**src/rtl/mem_arbiter.sv**
```systemverilog
`default_nettype none
// ============================================================================
// Module      : mem_arbiter
// Description : Two-port (instruction / data) arbiter in front of a single
//               asynchronous-style SRAM interface. An IDLE/ACCESS FSM grants
//               one requester at a time. Simultaneous requests alternate
//               round-robin, and an access that stays stalled for too long
//               is aborted with an error.
// Revision    : 1.0 - initial release
// ----------------------------------------------------------------------------
// Ports
//   clk, reset_n        : clock (rising edge), asynchronous active-low reset
//   i_req/i_addr        : instruction read request and address
//   i_ack/i_err/i_rdata : one-cycle completion pulse, abort flag, read data
//   i_hold              : instruction requester stall (i_req & ~i_ack)
//   d_req/d_we/d_bw     : data request, write enable, word(1)/byte(0) select
//   d_addr/d_wdata      : data address and write data
//   d_ack/d_err/d_rdata : one-cycle completion pulse, abort flag, read data
//   d_hold              : data requester stall (d_req & ~d_ack)
//   mem_*               : SRAM address, data, active-low strobes, byte/word
//                         select, and mem_hold busy input
// ============================================================================
module mem_arbiter #(
    parameter int ADDR_W  = 32,
    parameter int DATA_W  = 32,
    parameter int TIMEOUT = 64
) (
    input  logic              clk,
    input  logic              reset_n,
    // instruction port
    input  logic              i_req,
    input  logic [ADDR_W-1:0] i_addr,
    output logic              i_ack,
    output logic              i_err,
    output logic [DATA_W-1:0] i_rdata,
    output logic              i_hold,
    // data port
    input  logic              d_req,
    input  logic              d_we,
    input  logic              d_bw,
    input  logic [ADDR_W-1:0] d_addr,
    input  logic [DATA_W-1:0] d_wdata,
    output logic              d_ack,
    output logic              d_err,
    output logic [DATA_W-1:0] d_rdata,
    output logic              d_hold,
    // memory port
    output logic [ADDR_W-1:0] mem_addr,
    output logic [DATA_W-1:0] mem_wdata,
    input  logic [DATA_W-1:0] mem_rdata,
    output logic              mem_ce_n,
    output logic              mem_we_n,
    output logic              mem_oe_n,
    output logic              mem_bw,
    input  logic              mem_hold
);

    localparam int                 c_cnt_w    = $clog2(TIMEOUT);
    localparam logic [c_cnt_w-1:0] c_cnt_last = c_cnt_w'(TIMEOUT - 1);

    typedef enum logic [0:0] {
        ST_IDLE   = 1'b0,
        ST_ACCESS = 1'b1
    } state_t;

    state_t              r_state;
    state_t              w_state_next;

    logic                r_last_d;     // 1: data port was granted last
    logic                r_grant_d;    // 1: current access belongs to data port
    logic [ADDR_W-1:0]   r_addr;
    logic [DATA_W-1:0]   r_wdata;
    logic                r_we;
    logic                r_bw;
    logic [c_cnt_w-1:0]  r_cnt;

    logic                r_i_ack;
    logic                r_i_err;
    logic [DATA_W-1:0]   r_i_rdata;
    logic                r_d_ack;
    logic                r_d_err;
    logic [DATA_W-1:0]   r_d_rdata;

    logic                w_i_valid;
    logic                w_d_valid;
    logic                w_grant;
    logic                w_grant_d;
    logic                w_done;
    logic                w_abort;
    logic                w_access;

    // A port whose ack is high this cycle is still showing its old request,
    // so it must not be re-granted on the same edge.
    assign w_i_valid = i_req & ~r_i_ack;
    assign w_d_valid = d_req & ~r_d_ack;

    always_comb begin
        w_state_next = r_state;
        w_grant      = 1'b0;
        w_grant_d    = 1'b0;
        w_done       = 1'b0;
        w_abort      = 1'b0;
        case (r_state)
            ST_IDLE: begin
                if (w_i_valid || w_d_valid) begin
                    w_grant      = 1'b1;
                    // Data wins when it is alone, or when both request and
                    // instruction was served last.
                    w_grant_d    = w_d_valid & (~w_i_valid | ~r_last_d);
                    w_state_next = ST_ACCESS;
                end
            end
            ST_ACCESS: begin
                if (!mem_hold) begin
                    w_done       = 1'b1;
                    w_state_next = ST_IDLE;
                end else if (r_cnt == c_cnt_last) begin
                    w_abort      = 1'b1;
                    w_state_next = ST_IDLE;
                end
            end
            default: begin
                w_state_next = ST_IDLE;
            end
        endcase
    end

    always_ff @(posedge clk or negedge reset_n) begin
        if (!reset_n) begin
            r_state <= ST_IDLE;
        end else begin
            r_state <= w_state_next;
        end
    end

    always_ff @(posedge clk or negedge reset_n) begin
        if (!reset_n) begin
            r_last_d  <= 1'b1;
            r_grant_d <= 1'b0;
            r_addr    <= '0;
            r_wdata   <= '0;
            r_we      <= 1'b0;
            r_bw      <= 1'b1;
            r_cnt     <= '0;
            r_i_ack   <= 1'b0;
            r_i_err   <= 1'b0;
            r_i_rdata <= '0;
            r_d_ack   <= 1'b0;
            r_d_err   <= 1'b0;
            r_d_rdata <= '0;
        end else begin
            r_i_ack <= 1'b0;
            r_i_err <= 1'b0;
            r_d_ack <= 1'b0;
            r_d_err <= 1'b0;

            if (w_grant) begin
                r_grant_d <= w_grant_d;
                r_last_d  <= w_grant_d;
                r_cnt     <= '0;
                if (w_grant_d) begin
                    r_addr  <= d_addr;
                    r_we    <= d_we;
                    r_bw    <= d_bw;
                    r_wdata <= d_wdata;
                end else begin
                    r_addr  <= i_addr;
                    r_we    <= 1'b0;
                    r_bw    <= 1'b1;
                    r_wdata <= '0;
                end
            end

            if (r_state == ST_ACCESS) begin
                r_cnt <= r_cnt + c_cnt_w'(1);
            end

            if (w_done || w_abort) begin
                if (r_grant_d) begin
                    r_d_ack   <= 1'b1;
                    r_d_err   <= w_abort;
                    r_d_rdata <= (w_abort || r_we) ? '0 : mem_rdata;
                end else begin
                    r_i_ack   <= 1'b1;
                    r_i_err   <= w_abort;
                    r_i_rdata <= w_abort ? '0 : mem_rdata;
                end
            end
        end
    end

    // Memory port is a pure decode of the state register, so an asynchronous
    // reset releases the RAM strobes immediately.
    assign w_access  = (r_state == ST_ACCESS);
    assign mem_ce_n  = ~w_access;
    assign mem_we_n  = w_access ? ~r_we : 1'b1;
    assign mem_oe_n  = w_access ? r_we : 1'b1;
    assign mem_bw    = w_access ? r_bw : 1'b1;
    assign mem_addr  = w_access ? r_addr : '0;
    assign mem_wdata = w_access ? r_wdata : '0;

    assign i_ack   = r_i_ack;
    assign i_err   = r_i_err;
    assign i_rdata = r_i_rdata;
    assign i_hold  = i_req & ~r_i_ack;

    assign d_ack   = r_d_ack;
    assign d_err   = r_d_err;
    assign d_rdata = r_d_rdata;
    assign d_hold  = d_req & ~r_d_ack;

endmodule
`default_nettype wire

```
**config.mk**
```make
export PLATFORM = sky130hd
export DESIGN_NAME = mem_arbiter
export DESIGN_NICKNAME = d
export VERILOG_FILES = /design/src/rtl/mem_arbiter.sv
export SDC_FILE = /design/constraint.sdc
export NUM_CORES = 1
export LEC_CHECK = 0
export CAP_MARGIN = 0
export CORE_MARGIN = 1.5
export CORE_UTILIZATION = 43
export CTS_CLUSTER_SIZE = 12
export DETAILED_ROUTE_END_ITERATION = 8
export GPL_ROUTABILITY_DRIVEN = 1
export PLACE_DENSITY_LB_ADDON = 0.08
export SLEW_MARGIN = 30
export SYNTH_ARGS = -nofsm -noshare
export SYNTH_HDL_FRONTEND = slang
export SYNTH_SLANG_ARGS = --single-unit
```
**constraint.sdc**
```tcl
create_clock -name clk -period 4.7 [get_ports clk]
set_clock_uncertainty 0.15 [all_clocks]
set_input_delay 1.175 -clock clk [delete_from_list [all_inputs] [get_ports clk]]
set_output_delay 1.175 -clock clk [all_outputs]
set_load 0.03 [all_outputs]
```
==> insert_results.sql <==
INSERT INTO impl_metrics (metric_group, metric, value, unit) VALUES
('run_status', 'run_status', 'completed', ''),
('finish', 'seqCellArea', '3580', 'sq um'),
('die', 'initial_core_util', '44.5', '%'),
('cts', 'clkLatencyLatePin', '0.42', 'ns'),
('synth', 'ys_types', '39', ''),
('routing', 'drtAntennaViolNets', '0', ''),
('cts', 'hold_buffers', '0', ''),
('timing', 'final.hold.worst_slack', '0.315', 'ns'),
('global_routing', 'number_of_global_route_vias_before_repair', '5429', ''),
('min_path', 'hold_start', 'd_rdata[28]', ''),
('die', 'floorplan.die_area', '15200', 'sq um'),
('cts', 'numClockSinks', '143', ''),
('critical_path', 'cp.arrival', '2.59', 'ns'),
('routing', 'detail_route.vias_per_cell', '5.18', ''),
('timing', 'final-setup-viol-count', '0', ''),
('global_routing', 'globalRouteTotalUtil', '24.5', '%'),
('synth', 'ys_seq_area_share', '57.6', '%'),
('critical_path', 'critPathRequiredTime', '3.38', 'ns'),
('synth', 'synthCells', '591', ''),
('cts', 'cts-buffers-inserted', '17', ''),
('die', 'placeableCoreArea', '14000', 'sq um'),
('critical_path', 'r2r_end', 'd_rdata[14]', ''),
('power_and_ir_drop', 'cellLeakagePower', '4.26', 'nW'),
('timing', 'tmin_final', '3.91', 'ns'),
('critical_path', 'worstPathBufferInverterCount', '2', ''),
('critical_path', 'end_kind', 'primary output', ''),
('routing', 'drc', '0', ''),
('timing', 'slew_headroom', '37.5', '%'),
('cts', 'clk_pin_slew', '0.06', 'ns'),
('critical_path', 'regToRegStartpoint', 'r_cnt[0]', ''),
('routing', 'detail_route.wl_per_cell', '17.6', 'microns'),
('critical_path', 'cell_with_the_largest_stage_delay_on_the_worst_path', 'sky130_fd_sc_hd__clkdlybuf4s50_1', ''),
('placement', 'port-buffer-count', '272', ''),
('placement', 'place.detailed.hpwl', '12400', 'microns'),
('cts', 'cts_repair_resize_count', '0', ''),
('power_and_ir_drop', 'worst_ir_drop_vdd', '392', 'uV'),
('placement', 'dpl_worst_slack', '0.794', 'ns'),
('routing', 'route.vias.total', '5386', ''),
('timing', 'final-max-slew-violation-count', '0', ''),
('finish', 'final_common_cell', 'sky130_fd_sc_hd__clkdlybuf4s50_1', ''),
('timing', 'tightest_slew', '0.934', 'ns'),
('finish', 'flow.area_growth_from_synthesis', '53.7', '%'),
('cts', 'postCtsSetupRepairBufs', '0', ''),
('critical_path', 'r2r_slack', '2.47', 'ns'),
('critical_path', 'crit_path_most_repeated_cell', 'sky130_fd_sc_hd__clkdlybuf4s50_1', ''),
('critical_path', 'timing.critical_path.from_type', 'primary input', ''),
('placement', 'routabilityCongestion', '0.752', ''),
('routing', 'route.final.wire_length', '18300', 'microns'),
('finish', 'most_frequent_cells_in_the_layout', '271 x sky130_fd_sc_hd__clkdlybuf4s50_1, 140 x sky130_fd_sc_hd__dfrtp_1, 105 x sky130_fd_sc_hd__nand2_1, 66 x sky130_fd_sc_hd__a22o_1, 65 x sky130_fd_sc_hd__a21oi_1', ''),
('critical_path', 'cells_traversed_along_the_worst_timing_path', 'clkdlybuf4s50_1 > nor2b_4 > clkdlybuf4s50_1', ''),
('timing', 'final-hold-violation-count', '0', ''),
('synth', 'synth_enable_flop_cells', '0', ''),
('global_routing', 'number_of_antenna_violations_at_the_first_check_in_global_routing', '0', ''),
('timing', 'grt_setup_unrepaired', 'no', ''),
('finish', 'area_occupied_by_multi_input_gates', '2310', 'sq um'),
('global_routing', 'wire_length_of_the_first_global_routing_pass', '28200', 'microns'),
('cts', 'cts_tree', 'yes', ''),
('critical_path', 'cp_top_family', 'buffers and inverters', ''),
('synth', 'async_flop_share', '100', '%'),
('critical_path', 'cp.depth', '3', ''),
('critical_path', 'cp_slowest_stage_delay', '0.71', 'ns'),
('finish', 'finish.utilization', '68.3', '%'),
('timing', 'post-route-worst-setup-slack', '0.787', 'ns'),
('synth', 'leading_register_cell_type_out_of_synthesis', 'sky130_fd_sc_hd__dfrtp_1', ''),
('routing', 'drt_iter0_markers', '359', ''),
('global_routing', 'globalRouteOverflowTotal', '0', ''),
('synth', 'synth_fp_nets', '727', ''),
('die', 'chipHeight', '123', 'microns'),
('finish', 'diode_count', '0', ''),
('power_and_ir_drop', 'power_per_cell_area', '708', 'nW/um^2'),
('job', 'max_cap_violations', '0', '');
==> worst min-delay path: cells and delay by family (launching register included) <==
kind             cells  cell delay [ns]
and+or+nand+nor      2             0.09
DFF                  1             0.34
==> cell usage after synthesis, types with 2 or more instances <==
| library cell | n | area (sq um) |
|---|---|---|
| sky130_fd_sc_hd__inv_1 | 3 | 11.3 |
| sky130_fd_sc_hd__o21ai_0 | 4 | 20.0 |
| sky130_fd_sc_hd__clkbuf_1 | 12 | 45.0 |
| sky130_fd_sc_hd__nand3_4 | 2 | 35.0 |
| sky130_fd_sc_hd__nand4_1 | 2 | 12.5 |
| sky130_fd_sc_hd__a21o_1 | 2 | 15.0 |
| sky130_fd_sc_hd__buf_6 | 13 | 146 |
| sky130_fd_sc_hd__nor4_1 | 2 | 12.5 |
| sky130_fd_sc_hd__nand2_1 | 105 | 394 |
| sky130_fd_sc_hd__dfstp_2 | 2 | 52.6 |
| sky130_fd_sc_hd__a21oi_1 | 65 | 325 |
| sky130_fd_sc_hd__dfrtp_1 | 141 | 3530 |
| sky130_fd_sc_hd__buf_2 | 16 | 80.1 |
| sky130_fd_sc_hd__and2_1 | 64 | 400 |
| sky130_fd_sc_hd__a22o_1 | 66 | 578 |
| sky130_fd_sc_hd__nand3_2 | 5 | 50.1 |
| sky130_fd_sc_hd__buf_4 | 5 | 37.5 |
| sky130_fd_sc_hd__nand3_1 | 28 | 140 |
| sky130_fd_sc_hd__inv_2 | 3 | 11.3 |
| sky130_fd_sc_hd__nor2_1 | 32 | 120 |
==> metal layers <==
metal  GRT usage, %  wire, microns  vias to the layer above
li1               -              -                     2522
met1           29.1           6990                     2599
met2           39.9           8970                      224
met3           8.44           1710                       41
met4           11.8            589                        0
met5              0              0                        -
==> area by class of cell <==
| class | count | share of cell area [%] |
|---|---|---|
| inverters | 6 | 0.236 |
| repair buffers | 282 | 29.4 |
| well taps | 180 | 2.36 |
| clock buffers | 17 | 4.45 |
| clock inverters | 15 | 1.94 |
| flip-flops and latches | 143 | 37.5 |
| multi-input cells | 396 | 24.1 |
==> cell families after synthesis <==
| kind of cell | share of synthesized area [%] |
|---|---|
| AO/OA/AOI/OAI | 16.7 |
| XOR/XNOR | 0.282 |
| adder cells (fa/ha/maj) | 0.201 |
| buffers and inverters | 5.33 |
| flip-flops | 57.6 |
| AND/OR/NAND/NOR | 19.9 |
==> through the flow <==
step / cells / total power, mW
floorplan: 591 / 4.05
global placement: 1007 / 5.34
detailed placement: 1007 / 5.41
CTS: 1039 / 6.82
global route: 1039 / 7.14
finish: 1039 / 6.77
==> how the worst min path moves through the flow <==
stage                              to  slack (ns)  depth (start not counted)
final                     d_rdata[28]        0.32                          2
after global placement    d_rdata[13]        0.30                          2
after detailed placement  d_rdata[11]        0.31                          2
after floorplan           r_wdata[10]        0.31                          1
after CTS                 d_rdata[11]        0.32                          2
after global routing      d_rdata[17]        0.34                          2
==> power breakdown <==
| group | internal, mW | switching (mW) | leakage [nW] |
|---|---|---|---|
| combinational | 1.40 | 1.88 | 2.21 |
| sequential | 1.79 | 0.321 | 1.76 |
| clock | 0.840 | 0.540 | 0.282 |
| total | 4.02 | 2.74 | 4.26 |
==> flip-flops by register name, summed over array words and instances, names as in the netlist <==
signal and cells:
d_ack 1, d_err 1, d_rdata 32, i_ack 1, i_err 1, i_rdata 32
r_addr 32, r_bw 1, r_cnt 6, r_grant_d 1, r_last_d 1, r_state 1
r_wdata 32, r_we 1
Power figures use the tool's default switching activity.
